<file path="config.mk">
export PLATFORM = sky130hd
export DESIGN_NAME = tile_blitter
export DESIGN_NICKNAME = d
export VERILOG_FILES = /design/src/rtl/blit_pkg.sv /design/src/rtl/blit_delay.sv /design/src/rtl/tile_blitter.sv
export SDC_FILE = /design/constraint.sdc
export NUM_CORES = 1
export LEC_CHECK = 0
export ABC_AREA = 1
export BUFFER_PORTS_ARGS = -buffer_cell sky130_fd_sc_hd__buf_2
export CAP_MARGIN = 15
export CORE_ASPECT_RATIO = 1.4
export CORE_UTILIZATION = 40
export DETAILED_ROUTE_END_ITERATION = 8
export GPL_TIMING_DRIVEN = 0
export PLACE_DENSITY = 0.64
export SYNTH_ARGS = -nofsm -noshare
export SYNTH_HDL_FRONTEND = slang
export SYNTH_HIERARCHICAL = 1
export SYNTH_SLANG_ARGS = --single-unit
</file>
<file path="constraint.sdc">
create_clock -name clk -period 3.5 [get_ports clk]
set_input_delay 0.35 -clock clk [delete_from_list [all_inputs] [get_ports clk]]
set_output_delay 0.35 -clock clk [all_outputs]
set_load 0.02 [all_outputs]
</file>
<file path="src/rtl/blit_pkg.sv">
// Shared types and helpers for the tile blitter: FSM states, pixel type,
// screen defaults and the source-channel select.
package blit_pkg;

    typedef enum logic [1:0] {
        IDLE,
        RUN,
        DRAIN
    } state_e;

    localparam int unsigned PIX_W_DEF = 12;
    localparam int unsigned SCR_W_DEF = 640;
    localparam int unsigned SCR_H_DEF = 480;
    localparam int unsigned MAX_CH    = 8;

    typedef logic [PIX_W_DEF-1:0] pix_t;

    // Picks channel ch out of a packed bus of up to MAX_CH pixels.
    function automatic pix_t sel_ch(input logic [MAX_CH*PIX_W_DEF-1:0] bus,
                                    input logic [2:0]                  ch);
        return bus[ch*PIX_W_DEF +: PIX_W_DEF];
    endfunction

endpackage

</file>
<file path="src/rtl/blit_delay.sv">
// LAT-deep shift register aligning issued write metadata with ROM read data.
// Collapses to a plain wire when LAT is zero.
module blit_delay #(
    parameter int unsigned LAT = 1,
    parameter int unsigned W   = 21
) (
    input  logic         clk_i,
    input  logic         rst_i,
    input  logic [W-1:0] d_i,
    output logic [W-1:0] q_o
);

    generate
        if (LAT == 0) begin : g_wire
            assign q_o = d_i;
        end else begin : g_pipe
            logic [W-1:0] pipe_q [LAT];

            always_ff @(posedge clk_i) begin
                if (rst_i) begin
                    for (int unsigned i = 0; i < LAT; i++) pipe_q[i] <= '0;
                end else begin
                    pipe_q[0] <= d_i;
                    for (int unsigned i = 1; i < LAT; i++) pipe_q[i] <= pipe_q[i-1];
                end
            end

            assign q_o = pipe_q[LAT-1];
        end
    endgenerate

endmodule

</file>
<file path="src/rtl/tile_blitter.sv">
// Tile copy engine: streams one TILE_W x TILE_H tile from a source ROM into
// VRAM with screen clipping. Define BLIT_TRANSPARENT_EN to skip KEY_COLOR pixels.
module tile_blitter
    import blit_pkg::*;
#(
    parameter int unsigned TILE_W    = 32,
    parameter int unsigned TILE_H    = 32,
    parameter int unsigned SRC_CH    = 3,
    parameter int unsigned SCR_W     = SCR_W_DEF,
    parameter int unsigned SCR_H     = SCR_H_DEF,
    parameter int unsigned PIX_W     = PIX_W_DEF,
    parameter int unsigned VADDR_W   = 19,
    parameter int unsigned ROM_LAT   = 1,
    parameter logic [PIX_W-1:0] KEY_COLOR = '0,
    localparam int unsigned SW = (SRC_CH > 1) ? $clog2(SRC_CH) : 1,
    localparam int unsigned AW = $clog2(TILE_W*TILE_H)
) (
    input  logic                    clk,
    input  logic                    rst,
    input  logic                    cmd_valid,
    output logic                    cmd_ready,
    input  logic [SW-1:0]           cmd_src,
    input  logic [9:0]              cmd_x,
    input  logic [8:0]              cmd_y,
    output logic                    busy,
    output logic                    done,
    output logic [AW-1:0]           src_addr,
    input  logic [SRC_CH*PIX_W-1:0] src_data,
    output logic                    vram_we,
    output logic [VADDR_W-1:0]      vram_addr,
    output logic [PIX_W-1:0]        vram_data
);

    localparam int unsigned CW = $clog2(TILE_W);
    localparam int unsigned RW = $clog2(TILE_H);
    localparam int unsigned DW = VADDR_W + 2;

`ifdef BLIT_TRANSPARENT_EN
    localparam bit TRANSP_EN = 1'b1;
`else
    localparam bit TRANSP_EN = 1'b0;
`endif

    state_e             state_q, state_d;
    logic [SW-1:0]      src_q, src_d;
    logic               bad_q, bad_d;
    logic [9:0]         x_q, x_d;
    logic [8:0]         y_q, y_d;
    logic [CW-1:0]      col_q, col_d;
    logic [RW-1:0]      row_q, row_d;
    logic [VADDR_W-1:0] base_q, base_d;
    logic [1:0]         cnt_q, cnt_d;

    logic               issuing;
    logic               iss_last;
    logic               iss_inb;
    logic [VADDR_W-1:0] iss_addr;
    logic [31:0]        px, py;

    logic [DW-1:0]      dly_in, dly_out;
    logic [VADDR_W-1:0] d_addr;
    logic               d_inb, d_last;

    logic [MAX_CH*PIX_W_DEF-1:0] src_ext;
    pix_t                        pix;
    logic                        is_key;

    always_comb begin
        state_d = state_q;
        src_d   = src_q;
        bad_d   = bad_q;
        x_d     = x_q;
        y_d     = y_q;
        col_d   = col_q;
        row_d   = row_q;
        base_d  = base_q;
        cnt_d   = cnt_q;

        unique case (state_q)
            IDLE: begin
                if (cmd_valid) begin
                    src_d  = cmd_src;
                    x_d    = cmd_x;
                    y_d    = cmd_y;
                    col_d  = '0;
                    row_d  = '0;
                    base_d = VADDR_W'(cmd_y) * VADDR_W'(SCR_W) + VADDR_W'(cmd_x);
                    cnt_d  = '0;
                    bad_d  = (32'(cmd_src) >= SRC_CH);
                    // An invalid source skips the copy and completes via DRAIN next cycle.
                    state_d = (32'(cmd_src) >= SRC_CH) ? DRAIN : RUN;
                end
            end
            RUN: begin
                col_d = col_q + 1'b1;
                if (col_q == CW'(TILE_W-1)) begin
                    col_d  = '0;
                    row_d  = row_q + 1'b1;
                    base_d = base_q + VADDR_W'(SCR_W);
                end
                if (iss_last) begin
                    state_d = (ROM_LAT > 0) ? DRAIN : IDLE;
                    cnt_d   = 2'(ROM_LAT - 1);
                end
            end
            DRAIN: begin
                if (cnt_q == '0) state_d = IDLE;
                else             cnt_d   = cnt_q - 1'b1;
            end
            default: state_d = IDLE;
        endcase
    end

    always_ff @(posedge clk) begin
        if (rst) begin
            state_q <= IDLE;
            src_q   <= '0;
            bad_q   <= 1'b0;
            x_q     <= '0;
            y_q     <= '0;
            col_q   <= '0;
            row_q   <= '0;
            base_q  <= '0;
            cnt_q   <= '0;
        end else begin
            state_q <= state_d;
            src_q   <= src_d;
            bad_q   <= bad_d;
            x_q     <= x_d;
            y_q     <= y_d;
            col_q   <= col_d;
            row_q   <= row_d;
            base_q  <= base_d;
            cnt_q   <= cnt_d;
        end
    end

    assign issuing  = (state_q == RUN);
    assign px       = 32'(x_q) + 32'(col_q);
    assign py       = 32'(y_q) + 32'(row_q);
    assign iss_inb  = issuing && (px < SCR_W) && (py < SCR_H);
    assign iss_last = issuing && (row_q == RW'(TILE_H-1)) && (col_q == CW'(TILE_W-1));
    assign iss_addr = issuing ? (base_q + VADDR_W'(col_q)) : '0;
    assign src_addr = issuing ? AW'({row_q, col_q}) : '0;

    assign dly_in = {iss_addr, iss_inb, iss_last};

    blit_delay #(
        .LAT (ROM_LAT),
        .W   (DW)
    ) u_delay (
        .clk_i (clk),
        .rst_i (rst),
        .d_i   (dly_in),
        .q_o   (dly_out)
    );

    assign {d_addr, d_inb, d_last} = dly_out;

    assign src_ext = (MAX_CH*PIX_W_DEF)'(src_data);
    assign pix     = sel_ch(src_ext, 3'(src_q));
    assign is_key  = (PIX_W'(pix) == KEY_COLOR);

    assign vram_we   = d_inb && !(TRANSP_EN && is_key);
    assign vram_addr = d_addr;
    assign vram_data = d_inb ? PIX_W'(pix) : '0;

    assign done      = d_last || ((state_q == DRAIN) && bad_q);
    assign busy      = (state_q != IDLE);
    assign cmd_ready = (state_q == IDLE);

endmodule
</file>
# After elaboration in Yosys (flattened, before gate mapping)

Memory sizes are Yosys's and may differ from the RTL's.
Cells that the tools add are included.

Bits in writable memories: 21
Logic and storage cells: 75
Memories kept: 1
Register bits after elaboration: 55
Input bits: 60

Multiplexer cells: 25
Eq/ne operators: 9
Multiply operators: 2
Add/subtract/negate cells: 8
Order comparisons: 3
Reductions and logical operators: 17
Shifts and indexed selects: 1

Memory list:

| memory                | depth | bits a word | read ports | clocked after Yosys merged registers in | wr ports | RTL line         | text |
|---|---|---|---|---|---|---|---|
| u_delay.g_pipe.pipe_q | 1     | 21          | 1          | 0                                       | 1        | blit_delay.sv:17 | `logic [W-1:0] pipe_q [LAT];` |

Operators by type and width:

| operator                                                     | number |
|---|---|
| variable part select 96 x 7 -> 12 bit                        | 1 |
| two-way mux 19 bit                                           | 3 |
| one-hot mux 19 bit (2 select lines)                          | 1 |
| two-way mux 21 bit                                           | 1 |
| OR reduction 21 bit                                          | 1 |
| one-hot mux 5 bit (2 select lines)                           | 2 |
| adder 19 x 10 -> 19 bit                                      | 1 |
| adder 19 x 10 -> 19 bit, second input constant               | 1 |
| adder 19 x 5 -> 19 bit                                       | 1 |
| two-way mux 5 bit                                            | 3 |
| two-way mux 2 bit                                            | 7 |
| multiplier 9 x 3 -> 12 bit, second input constant            | 1 |
| two-way mux 12 bit                                           | 1 |
| one-hot mux 2 bit (3 select lines)                           | 2 |
| adder 10 x 5 -> 11 bit                                       | 1 |
| less-than comparator 11 x 10 -> 1 bit, second input constant | 1 |
| adder 5 x 1 -> 5 bit, second input constant                  | 2 |
| adder 9 x 5 -> 10 bit                                        | 1 |
| == test 5 bit, second input constant                         | 2 |
| less-than comparator 10 x 9 -> 1 bit, second input constant  | 1 |
| two-way mux 10 bit                                           | 1 |
| inequality test 2 bit, second input constant                 | 3 |
| AND reduction 3 bit                                          | 2 |
| logical AND 1 bit                                            | 5 |
| other kinds (13)                                             | 20 |

# Depth between registers and ports, before layout

Gate-level depths: netlist (run 1).

Depth after elaboration: 5
Gate-level depth with buffers: 15
Depth with buffers taken out: 15

# By module

The synthesis (run 1) kept the hierarchy.

By module, submodules not included:

| module       | sequential area each (um2) | times used | cells an instance | area each (um2) |
|---|---|---|---|---|
| tile_blitter | 1,101.1                    | 1          | 663               | 4,291.6 |
| blit_delay   | 420.4                      | 1          | 65                | 600.6 |

# Least setup slack after synthesis (run 1)

No wires, ideal clock.

Kind: in2reg
Start: in cmd_y[1]
End: reg base_q[15]
Buffers on the path: 0
Path slack: 1.266 ns
Stages on the path: 15
Arrival time: 2.125 ns
Path through: ha_1 -> ha_1 -> fa_1 -> nand2_1 -> inv_1 -> nor2_2 -> nand2_1 -> nor2_2 -> nand3_1 -> nor2_1 -> nor2_1 -> nand2_1 -> nand3_1 -> nand2_1 -> inv_1

Word-level cells in the longest chain between the ends: 4

Ends and longest elaborated chain:

| what                                | RTL line            | text |
|---|---|---|
| start: declaration                  | tile_blitter.sv:24  | `input logic [8:0] cmd_y,` |
| multiplier 9 x 3 -> 12 bit          | tile_blitter.sv:87  | `base_d = VADDR_W'(cmd_y) * VADDR_W'(SCR_W) + VADDR_W'(cmd_x);` |
| adder 19 x 10 -> 19 bit             | tile_blitter.sv:87  |  |
| two-way mux 19 bit                  | tile_blitter.sv:81  | `if (cmd_valid) begin` |
| one-hot mux 19 bit (2 select lines) | tile_blitter.sv:79  | `unique case (state_q)` |
| end signal: assignment              | tile_blitter.sv:133 | `base_q <= base_d;` |
| end: declaration                    | tile_blitter.sv:51  | `logic [VADDR_W-1:0] base_q, base_d;` |

Every way passes these cells. The select of a mux whose other input is x is not followed.
A chain may end at the register's enable or synchronous reset.

# Worst setup path in the final report (run 1)

Start: reg col_q[1]
End: reg cnt_q[0]

Word-level cells in the longest chain between the ends: 4

Ends and longest elaborated chain:

| what                                     | RTL line            | text |
|---|---|---|
| start: declaration                       | tile_blitter.sv:49  | `logic [CW-1:0] col_q, col_d;` |
| start signal: assignment                 | tile_blitter.sv:131 | `col_q <= col_d;` |
| == test 5 bit                            | tile_blitter.sv:142 | `assign iss_last = issuing && (row_q == RW'(TILE_H-1)) && (col_q == CW'(TILE_W-1));` |
| logical AND 1 bit                        | tile_blitter.sv:142 |  |
| inequality test 2 x 1 -> 1 bit (no line) | n/a                 |  |
| AND reduction 4 bit (no line)            | n/a                 |  |
| end signal: assignment                   | tile_blitter.sv:134 | `cnt_q <= cnt_d;` |
| end: declaration                         | tile_blitter.sv:52  | `logic [1:0] cnt_q, cnt_d;` |

Every way passes these cells.

==> out/results.ini, run 1 <==
[global_routing]
top_usage_layer = met2
grt_pass1_wl_mm = 21.3
use_met3_pct = 3.97
antenna_found_initial = 0
first_global_vias = 4608
overflow = 0
grt_max_degree = 13
gr-usage-all-layers_pct = 21.9
globalRouteMet1Util_pct = 25.8
grt_use_met2_pct = 37.7

[floorplan]
rows = 47
initial_core_util_pct = 41.2
ios = 105
die_x_um = 95.5
die_area_um2 = 12700
die_h_um = 133
core_region_area_um2 = 11900

[clock_tree]
clock_latency_ns = 0.35
cts_hold_buf = 0
numCtsBuffers = 9
cts_setup_buffers = 0
max-clock-path-buffers = 2
clkTransAtPathRegs_ns = 0.06
ctsResizeCount = 0
cts_root_buf = clkbuf_16
clock-sinks = 76
cts_tree = yes
htreeDepth = 3

[sta]
slew_viol_final = 0
fin_crit_sh_pct = 64.8
fmax_mhz = 441
hold_viol = 0
worstMarginPinSlew_ns = 0.612
min_period_ns = 2.27
setup-violations-final = 0
whs_ns = 0.222
max-slew-margin-rel_pct = 59.2
timing.setup.tns_ns = 0
grt_setup_unrepaired = no
finalClockSkew_ns = 0.00830

[power]
p_per_area_nw_per_um2 = 444
p_leak_nw = 2.84
vdd.ir_drop.worst_v = 0.000207
p_total_mw = 2.62

[synth]
ys_seq_area_share_pct = 31.1
synth_edf_count = 0
yosys_register_bits = 76
yosysWarningCount = 6
yosys.area_share.simple_pct = 28.5
ys_async_sr_fraction_pct = 0
synth_compound_gate_area_share_pct = 17.6
synthCells = 728
synth_adder_area_share_pct = 10.4
synth_top_flop_cell = dfxtp_1
synthesis.nets = 827
synth_xor_area_share_pct = 1.07
synth_area_per_cell_um2 = 6.72
syn-cell-area_um2 = 4890
synth.distinct_cells = 42
synth_top_family_by_area = simple AND/OR/NAND/NOR gates
synthMuxAreaShare_pct = 0

[run_status]
outcome = finished, final reports clean

[route]
wire_per_inst_um = 13.3
drt_first_pass_iters = 4
wirelength_mm = 13.2
drtIter0Drc = 226
drc = 0
ant_nets = 0
viasPerCell = 5.04
vias = 5013

[job]
cap_violations = 0

[final_layout]
n_fill_cell = 1269
layout-drive-gt1-share_pct = 19.5
area.growth.synth_to_final_pct = 20.7
finalNetCount = 942
n_antenna_cell = 0
design_area_um2 = 5900

[worst_setup_path]
required_ns = 3.71
critPathMaxFanout = 7
worst_setup_path_start_kind = flip-flop
worst-setup-path-type = flip-flop to flip-flop
cp-end-kind = flip-flop
r2r-start = col_q[1]
cp.arrival_ns = 2.48
crit_path_start = col_q[1]

[placement]
globalplace.congestion = 0.844
hpwl_mm = 10.3
port_buffers = 104
postPlaceCellArea_um2 = 5600

[min_path]
min_from = rst
holdCritPathClass = primary input to flip-flop

## power by group
part | total [mW] | switching, mW | internal [mW]
clock | 0.982 | 0.365 | 0.618
combinational | 0.643 | 0.415 | 0.228
sequential | 0.996 | 0.0598 | 0.937
total | 2.62 | 0.840 | 1.78
## cell families (layout without fill, tap and decap cells)
kind of cell / count (synthesis) / in the layout
flops: 76 / 76
simple gates: 318 / 318
xor+xnor: 6 / 6
fa+ha+maj: 39 / 39
compound gates: 158 / 158
buf+inv: 131 / 250
## layout by cell type, fill, tap and decap left out, types with 4 or more instances in the layout
cell,instances
a211oi_1,8
a21oi_1,65
a31oi_1,4
buf_2,111
buf_6,5
clkbuf_1,12
clkbuf_16,9
dfxtp_1,76
ha_1,36
inv_1,95
inv_2,5
nand2_1,120
nand2_2,6
nand3_1,46
nand4_1,12
nor2_1,107
nor2_2,6
nor2_4,5
nor3_1,13
o21ai_0,66
xnor2_1,4
## flip-flops by register name (all words and copies together) (netlist names)
signal,count
base_q,19
bad_q,1
x_q,10
u_delay/g_pipe.pipe_q,21
y_q,9
cnt_q,2
row_q,5
col_q,5
src_q,2
state_q,2
## synth_stat cells, drive strengths merged (2+ instances only)
library cell  number  area, um^2
nand4             12        75.1
a21oi             66         334
buf               15         106
xor2               2        17.5
dfxtp             76        1520
o21bai             2        15.0
clkbuf            12        46.3
inv              103         394
xnor2              4        35.0
fa                 3        60.1
a31oi              4        25.0
nor2             119         516
nand3             47         240
ha                36         450
nand2            126         488
o21ai             70         354
nor3              14        75.1
a211oi             9        72.6
## worst max-delay path: stages, from the launching register on
cell and delay (ns):
dfxtp_1 0.49, ha_1 0.20, inv_1 0.06, nor3_1 0.16, ha_1 0.20, inv_1 0.09, o21ai_0 0.38, o211ai_1 0.28
a31oi_1 0.22, a211oi_1 0.06
## per-layer routing
metal  vias to the layer above  part of all wire (%)
li1                       2613                     -
met1                      2269                    43
met2                       107                    49
met3                        24                   4.6
met4                         0                   3.1
met5                         -                     0
## worst paths after layout
kind,endpoint,slack [ns],cells after the start
max,cnt_q[0],1.23,9
min,u_delay/g_pipe.pipe_q[0][18],0.22,2
max reg2reg,cnt_q[0],1.23,9
min reg2reg,cnt_q[1],0.46,2
## metrics by stage
| step | instances | utilization (%) | worst slack (ns) |
|---|---|---|---|
| global placement | 979 | 47.1 | 0.926 |
| finish | 994 | 49.7 | 1.23 |
| global route | 994 | 49.7 | 1.02 |
| floorplan | 728 | - | 1.27 |
| detailed placement | 979 | 47.1 | 0.929 |
| CTS | 994 | 49.7 | 1.20 |
## area by class of cell
class	instances	area (um^2)	area share [%]
Clock buffer	10	229	3.88
Timing Repair Buffer	104	520	8.82
Inverter	104	398	6.74
Clock inverter	5	77.6	1.31
Sequential cell	76	1520	25.8
Multi-Input combinational cell	521	2820	47.8
Tap cell	147	184	3.12
Buffer	27	153	2.59
No activity file was read; power rests on OpenSTA's default activity.
==> inputs of run 2 (changes only) <==
ABC_AREA = 0   (was 1)
clock period = 2.3 ns   (was 3.5 ns; I/O delays follow)
==> out/results.ini, run 2 <==
[clock_tree]
clock_latency_ns = 0.34
numCtsBuffers = 9
clock-sinks = 76
max-clock-path-buffers = 2
htreeDepth = 3
cts_root_buf = clkbuf_16
cts_hold_buf = 0
cts_tree = yes
clkTransAtPathRegs_ns = 0.06

[final_layout]
n_antenna_cell = 0
largest_register_ffs = 21
reg_top3 = u_delay/g_pipe.pipe_q: 21 flops, base_q: 19 flops, x_q: 10 flops
final_common_cell = buf_2
layout_common_cells = 109 x buf_2, 86 x nand2_1, 74 x dfxtp_1
layout-drive-gt1-share_pct = 25.6
area.growth.synth_to_final_pct = 22.8
finalNetCount = 813
regMostFlops = u_delay/g_pipe.pipe_q
n_fill_cell = 1133

[floorplan]
initial_core_util_pct = 41.6
die_h_um = 131
ios = 105
rows = 46
die_area_um2 = 12400
die_x_um = 94.4
core_region_area_um2 = 11500

[synth]
yosys_register_bits = 76
ys_seq_area_share_pct = 31.8
ys_async_sr_fraction_pct = 0
ys_top_cells_by_area = dfxtp_1 32%, ha_1 9.4%, a21oi_1 7.5%
yosys.area.top_type_share_pct = 31.8
synth_top_area_cell = dfxtp_1
synth.distinct_cells = 58
synth_area_per_cell_um2 = 8.01
yosysWarningCount = 6
synth_common_cells = 87 x nand2_1, 76 x dfxtp_1, 72 x a21oi_1
synth_top_flop_cell = dfxtp_1
synthCells = 597
yosysMostFrequentCell = nand2_1
synth_edf_count = 0
synthesis.nets = 696
syn-cell-area_um2 = 4780

[sta]
slew_viol_final = 0
min_period_ns = 2.19
fin_crit_sh_pct = 95.0
worstMarginPinSlew_ns = 0.673
finalClockSkew_ns = 0.00725
grt_setup_unrepaired = no
setup-violations-final = 0
max-slew-margin-rel_pct = 55.1
fmax_mhz = 458
hold_viol = 0
whs_ns = 0.130

[placement]
hpwl_mm = 10.4
globalplace.congestion = 0.892
port_buffers = 104

[global_routing]
first_global_vias = 4488
antenna_found_initial = 0
gr-usage-all-layers_pct = 21.9
grt_pass1_wl_mm = 21.3
overflow = 0
grt_max_degree = 13

[worst_setup_path]
r2r-start = col_q[0]
cp.arrival_ns = 2.41
worst-setup-path-type = primary input to flip-flop
critical_path.slowest_cell = fa_2
cp_slowest_stage_delay_ns = 0.58
crit_path_start = cmd_y[1]
required_ns = 2.53
worst_setup_path_start_kind = primary input
path_cells = buf_2, ha_4, ha_4, fa_2, and3_1, a32o_2, nor4b_4, nand3_1, a221o_1
critPathMaxFanout = 4
cp_common_cell = ha_4
cp-end-kind = flip-flop

[route]
wirelength_mm = 13.2
vias = 4545
ant_nets = 0
drt_first_pass_iters = 4
drc = 0
drtIter0Drc = 254
wire_per_inst_um = 15.3
viasPerCell = 5.27

[power]
p_leak_nw = 2.47
p_per_area_nw_per_um2 = 619
p_total_mw = 3.64
vdd.ir_drop.worst_v = 0.000367

[job]
cap_violations = 0

[min_path]
holdCritPathClass = primary input to flip-flop
min_from = rst

[run_status]
outcome = finished, final reports clean

==> run 2: cell types whose count changed after synthesis, sizes merged, moves of 7 or more <==
cell,before,now
xor2,2,9
o21ai,70,34
nand3,47,15
clkbuf,12,23
mux2i,0,12
nand2,126,87
xnor2,4,19
nand4,12,4
nor4,0,7
and2,0,29
nor2b,0,27
nor2,119,47
inv,103,12
==> run 2: timing repair <==
item,4_1_cts,5_1_grt
pin swaps,1,5
resized for setup,7,13
endpoints found under the setup margin,23,29
setup buffers,2,1
==> run 2: metal layers <==
metal,GRT usage (%),share of wire (%),up-vias
li1,-,-,2315
met1,25.0,41,2058
met2,39.0,50,150
met3,3.53,5.4,22
met4,9.49,2.8,0
met5,0,0,-
==> run 2: area by class of cell <==
| cell class | count | area, um^2 | share of cell area (%) |
|---|---|---|---|
| sequential | 76 | 1520 | 25.9 |
| buffer | 32 | 169 | 2.88 |
| clock buffer | 12 | 246 | 4.20 |
| timing repair buffer | 107 | 543 | 9.25 |
| multi-input combinational | 476 | 3140 | 53.5 |
| clock inverter | 4 | 25.0 | 0.426 |
| tap | 144 | 180 | 3.07 |
| inverter | 12 | 45.0 | 0.767 |
==> run 2: cell families after synthesis <==
family          count (synthesis)  synth area share [%]
simple gates                  250                  26.8
compound gates                147                  18.3
flops                          76                  31.8
buf+inv                        45                  4.39
fa+ha+maj                      39                  10.7
xor+xnor                       28                  5.52
mux                            12                  2.51
==> run 2: per-stage QoR <==
stage / instance area, um^2 / instances / util (%) / setup slack, ns / setup TNS, ns
3_5_place_dp: 5520 / 845 / 48.0 / -0.320 / -2.04
2_1_floorplan: 4820 / 597 / - / 0.0133 / 0
5_1_grt: 5870 / 863 / 51.0 / 0.00529 / 0
6_report: 5870 / 863 / 51.0 / 0.114 / 0
4_1_cts: 5830 / 863 / 50.6 / 0.0174 / 0
3_3_place_gp: 5520 / 845 / 48.0 / -0.267 / -1.41
==> run 2: power breakdown <==
group | switching [mW] | total [mW] | internal, mW
sequential | 0.0769 | 1.47 | 1.39
clock | 0.541 | 1.30 | 0.756
combinational | 0.513 | 0.866 | 0.353
total | 1.13 | 3.64 | 2.50
==> run 2: final timing paths <==
check / to / slack (ns) / cells past startpoint
max: base_q[16] / 0.11 / 9
min: u_delay/g_pipe.pipe_q[0][18] / 0.13 / 2
max reg2reg: u_delay/g_pipe.pipe_q[0][16] / 0.13 / 10
min reg2reg: y_q[8] / 0.46 / 2
==> run 2: worst max-delay path: cells and delay by family <==
family,cells,cell delay [ns]
adder cells (fa/ha/maj),3,1.00
AND/OR/NAND/NOR,3,0.58
AO/OA/AOI/OAI,2,0.46
buffers and inverters,1,0.14
==> inputs of run 3 (changes only) <==
BUFFER_PORTS_ARGS = not set   (was -buffer_cell sky130_fd_sc_hd__buf_2)
CORE_MARGIN = 2   (was not set)
DONT_BUFFER_PORTS = 1   (was not set)
PLACE_DENSITY = 0.56   (was 0.64)
==> out/results.ini, run 3 (synthesis gave the netlist of run 2 again) <==
[run_status]
outcome = finished, final reports clean

[sta]
finalClockSkew_ns = 0.00726
timing.setup.tns_ns = 0
worstMarginPinSlew_ns = 0.716
grt_setup_unrepaired = no
fmax_mhz = 459
setup-violations-final = 0
max-slew-margin-rel_pct = 52.2
hold_viol = 0
slew_viol_final = 0
min_period_ns = 2.18
fin_crit_sh_pct = 94.8

[power]
p_leak_nw = 2.00
vdd.ir_drop.worst_v = 0.000408
p_per_area_nw_per_um2 = 684
p_total_mw = 3.67

[min_path]
hold_depth = 2
holdCritPathClass = primary input to flip-flop
min_to = src_q[0]
min_from = cmd_src[0]

[worst_setup_path]
r2r_end = base_q[9]
r2r-start = col_q[1]
cp.arrival_ns = 1.95
worst-setup-path-type = flip-flop to output port
critical_path.slowest_cell = dfxtp_1
critPathMaxFanout = 10
critical-path-top-delay-family = buffers and inverters
worst-r2r-setup-slack_ns = 0.15
reg2reg_depth = 9
critPathBufInv = 3
worst_setup_path_start_kind = flip-flop
path_cells = nor2b_1, buf_2, clkbuf_2, clkbuf_4, and2_1
cp_slowest_stage_delay_ns = 0.43
required_ns = 2.07
cp-end-kind = output port

[route]
vias = 4173
drt_first_pass_iters = 5
wire_per_inst_um = 17.1
drtIter0Drc = 232
wirelength_mm = 13.0
viasPerCell = 5.48
ant_nets = 0
drc = 0

[global_routing]
gr-usage-all-layers_pct = 20.8
grt_max_degree = 14
first_global_vias = 4012
antenna_found_initial = 0
overflow = 0
grt_pass1_wl_mm = 20.5

[floorplan]
die_h_um = 133
core_region_area_um2 = 11800
rows = 47
die_x_um = 96.4
ios = 105
initial_core_util_pct = 40.7
die_area_um2 = 12900

[final_layout]
postLayoutCoreUtil_pct = 45.6
n_antenna_cell = 0
design_area_um2 = 5370
finalNetCount = 709
area.growth.synth_to_final_pct = 12.2
final_common_cell = nand2_1
reg_top3 = u_delay/g_pipe.pipe_q: 21 flops, base_q: 19 flops, x_q: 10 flops
largest_register_ffs = 21
layout_common_cells = 86 x nand2_1, 74 x dfxtp_1, 70 x a21oi_1
regMostFlops = u_delay/g_pipe.pipe_q
layout-drive-gt1-share_pct = 12.9

[placement]
postPlaceCellArea_um2 = 5000
hpwl_mm = 10.1
port_buffers = 0
globalplace.congestion = 0.884

[clock_tree]
clock_latency_ns = 0.34
clock-sinks = 76
clkTransAtPathRegs_ns = 0.06
numCtsBuffers = 9
cts_root_buf = clkbuf_16
htreeDepth = 3
cts_tree = yes
max-clock-path-buffers = 2

[job]
cap_violations = 0

[run 3: timing repair]
item,4_1_cts,5_1_grt
buffers inserted,1,0
cloned,0,0
gates resized for setup,9,12
endpoints found under the hold margin,1,0
endpoints found under the setup margin,23,28
hold buffers,1,0
pin swaps,1,0
[run 3: layer usage]
metal  part of all wire (%)  routed length, um  track usage [%]
met1                     41               5320             24.5
met2                     52               6840             36.6
met3                    5.5                720             4.64
met4                    1.3                165             6.57
met5                      0                  0                0
[run 3: how the worst max path moves through the flow]
stage | from | end | slack (ns) | cells after the start
4_1_cts | col_q[0] | u_delay/g_pipe.pipe_q[0][16] | 0.05 | 10
6_report | state_q[0] | src_addr[1] | 0.12 | 5
5_1_grt | state_q[0] | src_addr[1] | 0.006 | 5
3_5_place_dp | col_q[0] | u_delay/g_pipe.pipe_q[0][16] | -0.18 | 9
2_1_floorplan | cmd_y[0] | base_q[15] | 0.01 | 9
3_3_place_gp | col_q[0] | u_delay/g_pipe.pipe_q[0][16] | -0.15 | 9
[run 3: where the power goes]
part / switching (mW) / internal [mW]
Sequential: 0.0864 / 1.39
Combinational: 0.472 / 0.302
Clock: 0.579 / 0.836
[run 3: final cells by class]
type                    instances  area [um^2]
well taps                     147          184
flip-flops and latches         76         1530
multi-input cells             476         3130
repair buffers                  2         17.5
fillers                      1191         6390
clock buffers                   9          225
clock inverters                 6         65.1
inverters                      12         45.0
plain buffers                  33          175
[run 3: through the flow]
step | setup WS [ns] | cells | hold WS, ns
5_1_grt | 0.00614 | 761 | 0.0217
4_1_cts | 0.0501 | 761 | 0.0216
3_3_place_gp | -0.145 | 744 | 0.309
2_1_floorplan | 0.0133 | 597 | 0.302
3_5_place_dp | -0.182 | 744 | 0.311
6_report | 0.121 | 761 | 0.0260
